## src/rtl/clap_sequence_decoder.sv

```systemverilog
// Groups synchronized clap events into quiet-gap separated sequences and
// reports each finished sequence as a one-cycle command strobe carrying its count.
module clap_sequence_decoder #(
  parameter int unsigned GAP_MAX      = 50_000_000,
  parameter int unsigned MIN_GAP      = 10_000_000,
  parameter int unsigned MAX_CLAPS    = 3,
  parameter int unsigned TOGGLE_COUNT = 2
) (
  input  logic       clk_i,
  input  logic       rst_i,
  input  logic       clap_pulse_i,
  output logic       cmd_valid_o,
  output logic [2:0] cmd_count_o,
  output logic       error_o,
  output logic       toggle_o,
  output logic       busy_o
);

  localparam int unsigned   GW        = $clog2(GAP_MAX + 1);
  localparam logic [GW-1:0] GAP_LAST  = GW'(GAP_MAX - 1);
  localparam logic [GW-1:0] GAP_SAT   = GW'(GAP_MAX);
  localparam logic [GW-1:0] GAP_MIN   = GW'(MIN_GAP);
  localparam logic [GW-1:0] GAP_ONE   = GW'(1);
  localparam logic [2:0]    COUNT_MAX = 3'(MAX_CLAPS);
  localparam logic [2:0]    COUNT_TOG = 3'(TOGGLE_COUNT);

  typedef enum logic [1:0] {
    IDLE    = 2'd0,
    COLLECT = 2'd1,
    DISCARD = 2'd2
  } state_t;

  state_t        state_q;
  logic          s1_q, s2_q, s3_q;
  logic          evt_q;
  logic [GW-1:0] gap_q;
  logic [GW-1:0] gap_d;
  logic [2:0]    count_q;
  logic          cmd_valid_q;
  logic [2:0]    cmd_count_q;
  logic          error_q;
  logic          toggle_q;
  logic          busy_q;

  always_comb begin
    gap_d = (gap_q == GAP_SAT) ? gap_q : gap_q + GAP_ONE;
  end

  // cmd_valid_o and error_o are single-cycle strobes without a ready:
  // the consumer must capture cmd_count_o in the cycle cmd_valid_o is high.
  always_ff @(posedge clk_i) begin
    if (rst_i) begin
      s1_q        <= 1'b0;
      s2_q        <= 1'b0;
      s3_q        <= 1'b0;
      evt_q       <= 1'b0;
      state_q     <= IDLE;
      gap_q       <= '0;
      count_q     <= 3'd0;
      cmd_valid_q <= 1'b0;
      cmd_count_q <= 3'd0;
      error_q     <= 1'b0;
      toggle_q    <= 1'b0;
      busy_q      <= 1'b0;
    end else begin
      s1_q        <= clap_pulse_i;
      s2_q        <= s1_q;
      s3_q        <= s2_q;
      // Registered rising-edge event: one cycle per clap however long the pulse.
      evt_q       <= s2_q & ~s3_q;
      cmd_valid_q <= 1'b0;
      error_q     <= 1'b0;
      case (state_q)
        IDLE: begin
          if (evt_q) begin
            count_q <= 3'd1;
            gap_q   <= '0;
            state_q <= COLLECT;
            busy_q  <= 1'b1;
          end
        end
        COLLECT: begin
          if (evt_q && gap_q >= GAP_MIN) begin
            gap_q <= '0;
            if (count_q < COUNT_MAX) begin
              count_q <= count_q + 3'd1;
            end else begin
              error_q <= 1'b1;
              state_q <= DISCARD;
            end
          end else if (!evt_q && gap_q == GAP_LAST) begin
            cmd_valid_q <= 1'b1;
            cmd_count_q <= count_q;
            if (count_q == COUNT_TOG) begin
              toggle_q <= ~toggle_q;
            end
            state_q <= IDLE;
            busy_q  <= 1'b0;
          end else begin
            gap_q <= gap_d;
          end
        end
        DISCARD: begin
          // Overlong sequence: any clap extends it, and it ends without a command.
          if (evt_q) begin
            gap_q <= '0;
          end else if (gap_q == GAP_LAST) begin
            state_q <= IDLE;
            busy_q  <= 1'b0;
          end else begin
            gap_q <= gap_d;
          end
        end
        default: begin
          state_q <= IDLE;
          busy_q  <= 1'b0;
        end
      endcase
    end
  end

  assign cmd_valid_o = cmd_valid_q;
  assign cmd_count_o = cmd_count_q;
  assign error_o     = error_q;
  assign toggle_o    = toggle_q;
  assign busy_o      = busy_q;

endmodule

```

## config.mk

```make
export PLATFORM = sky130hd
export DESIGN_NAME = clap_sequence_decoder
export DESIGN_NICKNAME = d
export VERILOG_FILES = /design/src/rtl/clap_sequence_decoder.sv
export SDC_FILE = /design/constraint.sdc
export NUM_CORES = 1
export LEC_CHECK = 0
export CAP_MARGIN = 20
export CELL_PAD_IN_SITES_DETAIL_PLACEMENT = 1
export CELL_PAD_IN_SITES_GLOBAL_PLACEMENT = 1
export CORE_MARGIN = 8
export CORE_UTILIZATION = 45
export DETAILED_ROUTE_END_ITERATION = 10
export GPL_ROUTABILITY_DRIVEN = 0
export PLACE_DENSITY = 0.81
export RECOVER_POWER = 100
export SKIP_LAST_GASP = 1
export SLEW_MARGIN = 15
export SYNTH_ARGS = -nofsm -noshare
export SYNTH_HDL_FRONTEND = slang
export SYNTH_SLANG_ARGS = --single-unit
```

## constraint.sdc

```tcl
create_clock -name clk_i -period 2.3 [get_ports clk_i]
set_input_delay 0.575 -clock clk_i [delete_from_list [all_inputs] [get_ports clk_i]]
set_output_delay 0.575 -clock clk_i [all_outputs]
set_load 0.1 [all_outputs]
```

* Word level (Yosys, flattened, before mapping)
Cells that the tools add are included.
** Word-level totals
- Flip-flop bits (word level) :: 42
- Output and inout port bits :: 7
- Input bits :: 3
- Word-level logic and storage cells :: 77
** Cells by class
- Add/subtract/negate cells :: 2
- Multiplexer cells :: 26
- Order comparisons :: 2
- Reduce and logical (&&, ||, !) cells :: 14
- Equal/unequal tests :: 16
- Bitwise gates (word level) :: 5
** Operator list (count)
- two-way mux 26 bit :: 6
- case mux 26 bit (3 select lines) :: 1
- == test 26 bit (second input constant) :: 2
- adder 26 x 1 -> 26 bit (second input constant) :: 1
- greater-or-equal comparator 26 x 24 -> 1 bit (second input constant) :: 1
- != test 2 bit (second input constant) :: 7
- two-way mux 2 bit :: 6
- != test 3 bit (second input constant) :: 4
- AND reduction 4 bit :: 3
- AND reduction 5 bit :: 2
- two-way mux 3 bit :: 3
- two-way mux 1 bit :: 7
- case mux 2 bit (3 select lines) :: 1
- case mux 3 bit (2 select lines) :: 1
- OR reduction 3 bit :: 2
- inverter 1 bit :: 4
- adder 3 x 1 -> 3 bit (second input constant) :: 1
- == test 3 x 2 -> 1 bit (second input constant) :: 1
- less-than comparator 3 x 2 -> 1 bit (second input constant) :: 1
- case mux 1 bit (3 select lines) :: 1
- AND reduction 3 bit :: 1
- nonzero test 3 bit :: 1
- == test 2 x 1 -> 1 bit (second input constant) :: 1
- == test 2 bit (second input constant) :: 1
- other kinds (5) :: 6

* Longest topological paths before layout
Gate-level depths: netlist (run 1).
- Word-level depth :: 5
- Mapped depth :: 10
- Depth with buffers taken out :: 8

* Worst setup path after synthesis (run 1)
No wires, ideal clock.
- Path type :: register -> register
- From :: register gap_q[21]
- To :: register gap_q[15]
- Path buffers :: 2
- Cell stages (with the launch flop) :: 9
- Setup time :: 96 ps
- Data required time :: 2204 ps
- Arrival time :: 1865 ps
- Period minus slack after synthesis :: 1961 ps
- Slack :: 339 ps
- Cells stage by stage :: dfxtp_1 -> nor4_4 -> a21oi_2 -> or4b_4 -> buf_6 -> buf_6 -> nor3_1 -> o21ai_0 -> o41ai_2
** On the way
- Cells in the longest elaborated chain, start to end :: 5
- Elaborated cells on any way between the ends :: 14
- Those cells by class :: order compare: 1; eq/ne: 4; mux: 6; reduce/logical: 3
** RTL lines
- start: declaration :: RTL line 36 : logic [GW-1:0] gap_q;
- start signal: assignment :: RTL line 100 : gap_q <= gap_d;
- start signal: assignment :: RTL line 111 : gap_q <= gap_d;
- branches (longest 5 deep; another with greater-or-equal comparator 26 x 24 -> 1 bit)
Several ways; the timed one is not identified. The select of a mux whose other input is x is not followed.
A chain may end at the register's enable or synchronous reset.

* Worst setup path in the final report (run 1)
- From :: register gap_q[22]
- To :: register gap_q[8]
Same word-level chain as after synthesis.

==> results.txt, run 1 <==
----------------------------------------------------
[Status]
  Status ... complete, no violations

[Global routing]
  Combined global-route utilization of all metal layers ... between 10% and 20%
  First-pass GRT wire length ... around 12000 um
  Number of global-route vias before repair ... between 2000 and 2500
  Leftover overflow at the end of global routing ... 0
  Initial antenna violation count ... 0
  Largest net degree at the start of global routing ... 25

[Clocking]
  Clk Tree Root Cell ... sky130_fd_sc_hd__clkbuf_8
  Latest clock arrival within the worst-skew pair ... roughly 0.29 ns
  Resized Gates After CTS ... 0
  Cts hold-fix bufs ... 0
  Total clock sinks ... 42
  Clock transition at path regs ... roughly 0.080 ns
  Max Buffers Root-to-Sink ... 2
  Post-CTS setup buffers ... 0
  Number of CTS-inserted buffers ... 5
  CTS tree ... yes
  Depth of the CTS H-tree ... 2

[STA]
  Hold WS ... around 0.4 ns
  Slew Limit Fails ... 0
  Fin worst setup slack ... 0.121 ns
  Slew HR ... 44.3%
  Final setup violation count ... 0
  Hold Vio Cnt, Final ... 0
  Final worst clock skew ... just over 0.006 ns
  Fmax ... 459 MHz
  Slew at the pin with the worst max-slew slack ... around 0.84 ns
  Minimum clock period ... roughly 2.2 ns
  Unrepaired setup endpoints after global routing ... true
  Fraction of the cycle the final worst path needs ... between 90% and 100%

[Placement]
  Placed wire-length estimate after detailed placement ... 5080 um
  IO Port Bufs ... 9
  Pre-CTS setup slack ... -0.0491 ns

[Synth]
  Combinational family with the most area after synthesis ... simple AND/OR/NAND/NOR gates
  Number of unique standard cell types used by synthesis ... 53
  Biggest area consumer among synthesized cells ... sky130_fd_sc_hd__dfxtp_1
  Number of warnings printed during yosys synthesis ... 0
  Share of the synthesized area in compound gates (AO/OA/AOI/OAI) ... just under 20%
  Top cell type's share of synthesized area ... about a third
  Area share of and/or/nand/nor cells after synthesis ... about a third
  Post-synth EDFFs ... 0
  Gate count after technology mapping ... about 300
  Number of synthesized register bits ... 42
  Synthesized Nets ... 308
  Netlist area before placement ... 2410 um2
  Adder-Cell Fraction of Synth Area ... under 10%
  Main area contributors after synthesis ... sky130_fd_sc_hd__dfxtp_1, sky130_fd_sc_hd__o21ai_1, sky130_fd_sc_hd__nor3_1
  Post-synthesis share of cell area spent on xor and xnor gates ... 0.726%
  Fraction of the yosys area taken by sequential cells ... a little over a third
  Multiplexer share of the synthesized area ... around 1.7%
  Ys async rst share ... 0%
  Synthesized area per cell ... approximately 8.1 um2
  Top flip-flop cell by instance count after synthesis ... sky130_fd_sc_hd__dfxtp_1

[Worst setup path]
  CP endpoint kind ... flip-flop
  Crit-path most repeated cell ... sky130_fd_sc_hd__buf_4
  Kind of critical path ... reg2reg
  Number of cells traversed by the worst register-to-register path ... 8
  Stage delay of the slowest cell on the critical path ... 0.56 ns
  Crit Reg-Reg Startpoint ... gap_q[22]
  Data arrival time of the critical path ... 2.41 ns
  Cell Chain, Critical Path ... nor4_4, a21oi_2, or4b_4, nor2_4, buf_4, buf_4, a31oi_1, a21oi_1
  Critical register-to-register path endpoint ... gap_q[8]
  Critical path startpoint category ... flip-flop
  Slowest cell on crit path ... sky130_fd_sc_hd__or4b_4
  Register-to-register setup slack ... 0.12 ns
  Critical path required time ... ~2.5 ns
  Maximum fanout count along the critical path ... 14

[Power and ir drop]
  PwrDens ... 696 nW/um2
  Total leakage power ... between 0.001 and 0.0015 uW
  Worst-case vdd ir drop ... just over 0.3 mV

[Drt]
  DRC ... 0
  Count of vias placed by the detailed router ... 2328
  Routed length per instance ... between 15 and 20 um
  First-pass iteration count of the detailed router ... 4
  Vias per cell ... a little under 6
  Starting DRC count in detailed routing ... 128
  Count of nets left with antenna violations after detail routing ... 0
  DRT Wirelength ... 6940 um

[Final layout]
  NumNets Final ... 337
  Relative area change from synthesis to final layout ... 14.0%
  Number of diodes added for antenna fixing ... 0
  Number of filler instances in the final layout ... 682
  Fraction of final layout cells sized beyond drive strength 1 ... about 16%

[Min path]
  Hold wc startpoint ... s3_q
  Worst Hold Class ... reg2reg
  Worst min-delay path endpoint ... evt_q
  Worst hold path cell count ... 1

[Run]
  Maximum capacitance violations ... 0

[Floorplan]
  Initial Util ... between 40 and 50%
  Width of the die ... 89.2 um
  I/O pin cnt ... 10
  Area of the placeable core ... a little over 5000 um2
  Rows ... 26
  Floorplan die area ... roughly 8000 um2
  Die H ... 89.2 um

----------------------------------------------------
[synthesized netlist by cell type, types with 2 or more instances]
library cell	number
sky130_fd_sc_hd__o22ai_1	3
sky130_fd_sc_hd__nor3_1	22
sky130_fd_sc_hd__nor2b_1	6
sky130_fd_sc_hd__nand2b_1	4
sky130_fd_sc_hd__o211ai_1	2
sky130_fd_sc_hd__and3_1	8
sky130_fd_sc_hd__nand2_1	20
sky130_fd_sc_hd__nor3b_1	4
sky130_fd_sc_hd__mux2i_1	4
sky130_fd_sc_hd__nand3_1	18
sky130_fd_sc_hd__xnor2_1	2
sky130_fd_sc_hd__clkbuf_1	7
sky130_fd_sc_hd__or2_2	3
sky130_fd_sc_hd__buf_2	4
sky130_fd_sc_hd__buf_6	5
sky130_fd_sc_hd__nand4b_1	2
sky130_fd_sc_hd__ha_1	7
sky130_fd_sc_hd__o21ai_1	23
sky130_fd_sc_hd__o31a_1	2
sky130_fd_sc_hd__dfxtp_1	42
sky130_fd_sc_hd__a21oi_1	11
sky130_fd_sc_hd__o31ai_1	5
sky130_fd_sc_hd__a21oi_2	2
sky130_fd_sc_hd__o41ai_2	4
sky130_fd_sc_hd__nor4_1	6
sky130_fd_sc_hd__inv_1	13
sky130_fd_sc_hd__nand4_1	10
sky130_fd_sc_hd__nor2_1	24
sky130_fd_sc_hd__o21ai_0	5
sky130_fd_sc_hd__or3_1	3
sky130_fd_sc_hd__and2_1	4
sky130_fd_sc_hd__nand4bb_1	2
[placed cells by master, fill, tap and decap left out, types with 6 or more instances in the layout]
master	n
sky130_fd_sc_hd__clkbuf_8	6
sky130_fd_sc_hd__inv_1	13
sky130_fd_sc_hd__and3_1	8
sky130_fd_sc_hd__clkbuf_2	7
sky130_fd_sc_hd__nand3_1	18
sky130_fd_sc_hd__nor4_1	6
sky130_fd_sc_hd__buf_4	23
sky130_fd_sc_hd__o21ai_1	19
sky130_fd_sc_hd__nor3_1	22
sky130_fd_sc_hd__nor2_1	24
sky130_fd_sc_hd__nand2_1	20
sky130_fd_sc_hd__nand4_1	10
sky130_fd_sc_hd__nor2b_1	6
sky130_fd_sc_hd__o21ai_0	9
sky130_fd_sc_hd__dfxtp_1	42
sky130_fd_sc_hd__ha_1	7
sky130_fd_sc_hd__a21oi_1	11
[sequential cells by signal, summed over array words and instances (netlist names), 2 cells and up]
signal / count
cmd_count_o: 3
count_q: 3
gap_q: 26
state_q: 2
[logic make-up (layout without fill, tap and decap cells)]
logic type | count (synthesis) | in the layout
simple gates | 144 | 144
compound gates | 70 | 70
flops | 42 | 42
buf+inv | 29 | 59
fa+ha+maj | 7 | 7
mux | 4 | 4
xor+xnor | 2 | 2
[critical path, delay by kind of cell, from the launching register on]
| kind | cells | cell delay (ns) |
|---|---|---|
| simple gates | 3 | 0.98 |
| buf+inv | 2 | 0.39 |
| flops | 1 | 0.38 |
| compound gates | 3 | 0.35 |
[final cells by class]
class | instances | area [um2] | area share, %
multi-input combinational | 227 | 1410 | 51.4
sequential | 42 | 841 | 30.5
tap | 70 | 87.6 | 3.18
clock buffer | 6 | 82.6 | 3.00
timing repair buffer | 38 | 267 | 9.68
inverter | 13 | 48.8 | 1.77
clock inverter | 2 | 12.5 | 0.455
[report_power, final]
| part | switching [uW] | internal (uW) | total, uW |
|---|---|---|---|
| Combinational | 384 | 241 | 625 |
| Clock | 263 | 242 | 504 |
| Sequential | 27.1 | 758 | 785 |
| Total | 674 | 1240 | 1910 |
[through the flow]
stage / TNS, ns / total power, uW / instances / utilization, % / instance area (um2)
2_1_floorplan: 0 / 1240 / 298 / - / 2410
3_5_place_dp: -0.339 / 1420 / 390 / 52.6 / 2700
4_1_cts: 0 / 1930 / 398 / 54.4 / 2800
6_report: 0 / 1910 / 398 / 53.6 / 2750
5_1_grt: -0.0582 / 2030 / 398 / 53.6 / 2750
3_3_place_gp: 0 / 1390 / 390 / 52.6 / 2700
[worst max path at each step]
stage / endpoint / cells past startpoint / from
2_1_floorplan: gap_q[15] / 8 / gap_q[21]
3_3_place_gp: gap_q[11] / 7 / rst_i
3_5_place_dp: gap_q[8] / 7 / rst_i
4_1_cts: gap_q[8] / 8 / gap_q[22]
5_1_grt: gap_q[7] / 7 / gap_q[22]
6_report: gap_q[8] / 8 / gap_q[22]
[metal layers]
metal	part of all wire (%)	global-route usage [%]	vias up
li1	-	-	1149
met1	45	22.3	1133
met2	50	33.2	35
met3	3.6	3.58	11
met4	1.3	6.95	0
met5	0	0	-
Note: power is estimated with default switching activity, not from simulation.
==> inputs of run 2 (changes only) <==
--- a/config.mk
+++ b/config.mk
@@ -8,10 +8,12 @@
 export CAP_MARGIN = 20
 export CELL_PAD_IN_SITES_DETAIL_PLACEMENT = 1
 export CELL_PAD_IN_SITES_GLOBAL_PLACEMENT = 1
+export CORE_ASPECT_RATIO = 1.4
 export CORE_MARGIN = 8
 export CORE_UTILIZATION = 45
 export DETAILED_ROUTE_END_ITERATION = 10
 export GPL_ROUTABILITY_DRIVEN = 0
+export MAX_ROUTING_LAYER = met4
 export PLACE_DENSITY = 0.81
 export RECOVER_POWER = 100
 export SKIP_LAST_GASP = 1
==> run 2 against run 1 <==
Net effect:
- cell count is 3.0% lower
- total power is 4.2% higher
- sequential share of layout area hardly changed
- utilization is 0.15 points lower
- clock skew is 0.0019 ns higher
- sequential power hardly changed
- worst hold slack worse by 0.0072 ns
- via count is 0.34% lower
- final area hardly changed
==> results.txt, run 2 (synthesis results as in run 1) <==
----------------------------------------------------
[Min path]
  Hold wc startpoint ... s3_q (unchanged)
  Worst hold path cell count ... 1 (unchanged)
  Worst Hold Class ... reg2reg (unchanged)
  Worst min-delay path endpoint ... evt_q (unchanged)

[Global routing]
  Number of global-route vias before repair ... 2412 (was 2498)
  Leftover overflow at the end of global routing ... 0 (unchanged)
  First-pass GRT wire length ... 11400 um (was 11900 um)
  Combined global-route utilization of all metal layers ... 18.0% (was 19.0%)
  Largest net degree at the start of global routing ... 25 (unchanged)
  Initial antenna violation count ... 0 (unchanged)

[Worst setup path]
  Register-to-register setup slack ... 0.11 ns (was 0.12 ns)
  Number of cells traversed by the worst register-to-register path ... 6 (was 8)
  Maximum fanout count along the critical path ... 11 (was 14)
  Cell Chain, Critical Path ... dlygate4sd3_1, or4b_4, nor2_4, nand2_2, o41ai_1 (was nor4_4, a21oi_2, or4b_4, nor2_4, buf_4, buf_4, a31oi_1, a21oi_1)
  Count of buffering cells on the critical path with inverters included ... 1 (was 2)
  Crit Reg-Reg Startpoint ... gap_q[24] (was gap_q[22])
  CP endpoint kind ... flip-flop (unchanged)
  Kind of critical path ... in2reg (was reg2reg)
  Critical register-to-register path endpoint ... gap_q[20] (was gap_q[8])
  Slowest cell on crit path ... sky130_fd_sc_hd__or4b_4 (unchanged)
  Critical path startpoint category ... input pin (was flip-flop)
  Critical path required time ... 2.50 ns (was 2.53 ns)
  Largest delay share family, worst path ... simple AND/OR/NAND/NOR gates (unchanged)
  Stage delay of the slowest cell on the critical path ... 0.57 ns (was 0.56 ns)
  Data arrival time of the critical path ... 2.41 ns (about the same)

[Clocking]
  CTS tree ... yes (unchanged)
  Post-CTS setup buffers ... 0 (unchanged)
  Total clock sinks ... 42 (unchanged)
  Clk Tree Root Cell ... sky130_fd_sc_hd__clkbuf_8 (unchanged)
  Depth of the CTS H-tree ... 2 (unchanged)
  Max Buffers Root-to-Sink ... 2 (unchanged)
  Clock transition at path regs ... 0.08 ns (about the same)
  Latest clock arrival within the worst-skew pair ... 0.30 ns (was 0.29 ns)
  Number of CTS-inserted buffers ... 5 (unchanged)

[Placement]
  Pre-CTS setup slack ... -0.0910 ns (was -0.0491 ns)
  Placed wire-length estimate after detailed placement ... 5090 um (was 5080 um)
  IO Port Bufs ... 9 (unchanged)

[Final layout]
  Flip-flop count of the largest register, all copies and words added ... 26 (unchanged)
  Area taken by flip-flops and latches ... 842 um2 (was 841 um2)
  Relative area change from synthesis to final layout ... 14.2% (was 14.0%)
  NumNets Final ... 329 (was 337)
  Number of diodes added for antenna fixing ... 0 (unchanged)
  Multi-input gate area in the final layout ... 1440 um2 (was 1410 um2)
  Fraction of final layout cells sized beyond drive strength 1 ... 15.9% (about the same)
  Number of filler instances in the final layout ... 649 (was 682)
  Register containing the most flip-flops in the final layout ... gap_q (unchanged)
  Top library cells by usage in the layout, fill and taps aside ... sky130_fd_sc_hd__dfxtp_1, sky130_fd_sc_hd__nor2_1, sky130_fd_sc_hd__nor3_1 (was sky130_fd_sc_hd__dfxtp_1, sky130_fd_sc_hd__nor2_1, sky130_fd_sc_hd__buf_4)
  Commonest non-fill, non-tap cell in the layout ... sky130_fd_sc_hd__dfxtp_1 (unchanged)

[Floorplan]
  Rows ... 31 (was 26)
  I/O pin cnt ... 10 (unchanged)
  Floorplan die area ... 8000 um2 (was 7960 um2)
  Initial Util ... 46.8% (was 47.0%)
  Die H ... 103 um (was 89.2 um)
  Width of the die ... 77.9 um (was 89.2 um)
  Area of the placeable core ... 5160 um2 (was 5140 um2)

[STA]
  Final worst clock skew ... 0.00800 ns (was 0.00611 ns)
  Fraction of the cycle the final worst path needs ... 96.3% (was 94.8%)
  Final setup violation count ... 0 (unchanged)
  Unrepaired setup endpoints after global routing ... true (unchanged)
  Slew HR ... 63.5% (was 44.3%)
  Setup tns final ... 0 ns (unchanged)
  Fmax ... 451 MHz (was 459 MHz)
  Slew at the pin with the worst max-slew slack ... 0.550 ns (was 0.836 ns)
  Minimum clock period ... 2.22 ns (was 2.18 ns)
  Slew Limit Fails ... 0 (unchanged)
  Hold Vio Cnt, Final ... 0 (unchanged)
  Fin worst setup slack ... 0.0841 ns (was 0.121 ns)

[Drt]
  Count of vias placed by the detailed router ... 2320 (was 2328)
  Routed length per instance ... 17.8 um (was 17.4 um)
  Starting DRC count in detailed routing ... 84 (was 128)
  DRT Wirelength ... 6880 um (was 6940 um)
  First-pass iteration count of the detailed router ... 4 (unchanged)
  DRC ... 0 (unchanged)
  Count of nets left with antenna violations after detail routing ... 0 (unchanged)
  Vias per cell ... 6.01 (was 5.85)

[Power and ir drop]
  Switching power ... 678 uW (was 674 uW)
  PwrDens ... 724 nW/um2 (was 696 nW/um2)
  Clk network pwr share ... 29.9% (was 26.3%)
  Total leakage power ... 0.000989 uW (was 0.00101 uW)
  Worst-case vdd ir drop ... 0.325 mV (was 0.308 mV)
  Part of the power in registers ... 39.4% (was 41.0%)
  Switching share of power ... 34.0% (was 35.2%)
  Logic pwr share ... 30.7% (was 32.7%)
  Internal power contribution ... 1320 uW (was 1240 uW)

[Run]
  Maximum capacitance violations ... 0 (unchanged)

[Status]
  Status ... complete, no violations (unchanged)

----------------------------------------------------
[run 2: cell types whose count changed in the layout (fill, tap and decap cells not counted), moves of 2 or more]
cell	previous run	this run
sky130_fd_sc_hd__buf_4	23	17
sky130_fd_sc_hd__clkbuf_1	5	2
sky130_fd_sc_hd__o21ai_1	19	21
sky130_fd_sc_hd__o21ai_0	9	7
[run 2: layout make-up]
class                           instances  area share [%]
Tap cell                               66            3.00
Multi-Input combinational cell        227            52.2
Timing Repair Buffer                   30            8.36
Inverter                               13            1.77
Sequential cell                        42            30.6
Clock inverter                          3            1.63
Clock buffer                            5            2.50
[run 2: power by group through the flow]
stage                     registers [uW]  clock network (uW)  logic, uW
after floorplan                      812                   0        423
after global placement               801                   0        600
after detailed placement             804                   0        622
after CTS                            787                 607        623
after global routing                 790                 635        672
final                                787                 597        612
[run 2: worst max-delay path by stage]
stage	start	endpoint	slack, ns	cells past startpoint
floorplan	gap_q[21]	gap_q[15]	0.34	8
detailed placement	rst_i	gap_q[24]	-0.09	6
global placement	rst_i	gap_q[20]	0.003	5
global route	gap_q[24]	gap_q[20]	-0.007	6
CTS	gap_q[1]	gap_q[13]	0.07	8
finish	rst_i	gap_q[20]	0.08	5
[run 2: per-layer routing]
layer / track usage [%] / vias to the layer above / part of all wire [%]
met2: 34.9 / 29 / 54
met3: 3.23 / 13 / 2.7
li1: - / 1132 / -
met1: 17.3 / 1146 / 41
met4: 6.29 / 0 / 2.2
met5: - / - / 0
[run 2: timing repair]
action,CTS,global route
hold buffers,0,0
resized for setup,0,4
setup endpoints to repair,0,11
[run 2: stage by stage]
| stage | power, uW | hold WS, ns | cell area [um2] | util, % | std cells |
|---|---|---|---|---|---|
| 6_report | 2000 | 0.387 | 2760 | 53.4 | 386 |
| 5_1_grt | 2100 | 0.397 | 2760 | 53.4 | 386 |
| 4_1_cts | 2020 | 0.394 | 2760 | 53.6 | 386 |
| 3_5_place_dp | 1430 | 0.385 | 2650 | 51.3 | 378 |
| 3_3_place_gp | 1400 | 0.379 | 2650 | 51.3 | 378 |
| 2_1_floorplan | 1240 | 0.367 | 2410 | - | 298 |
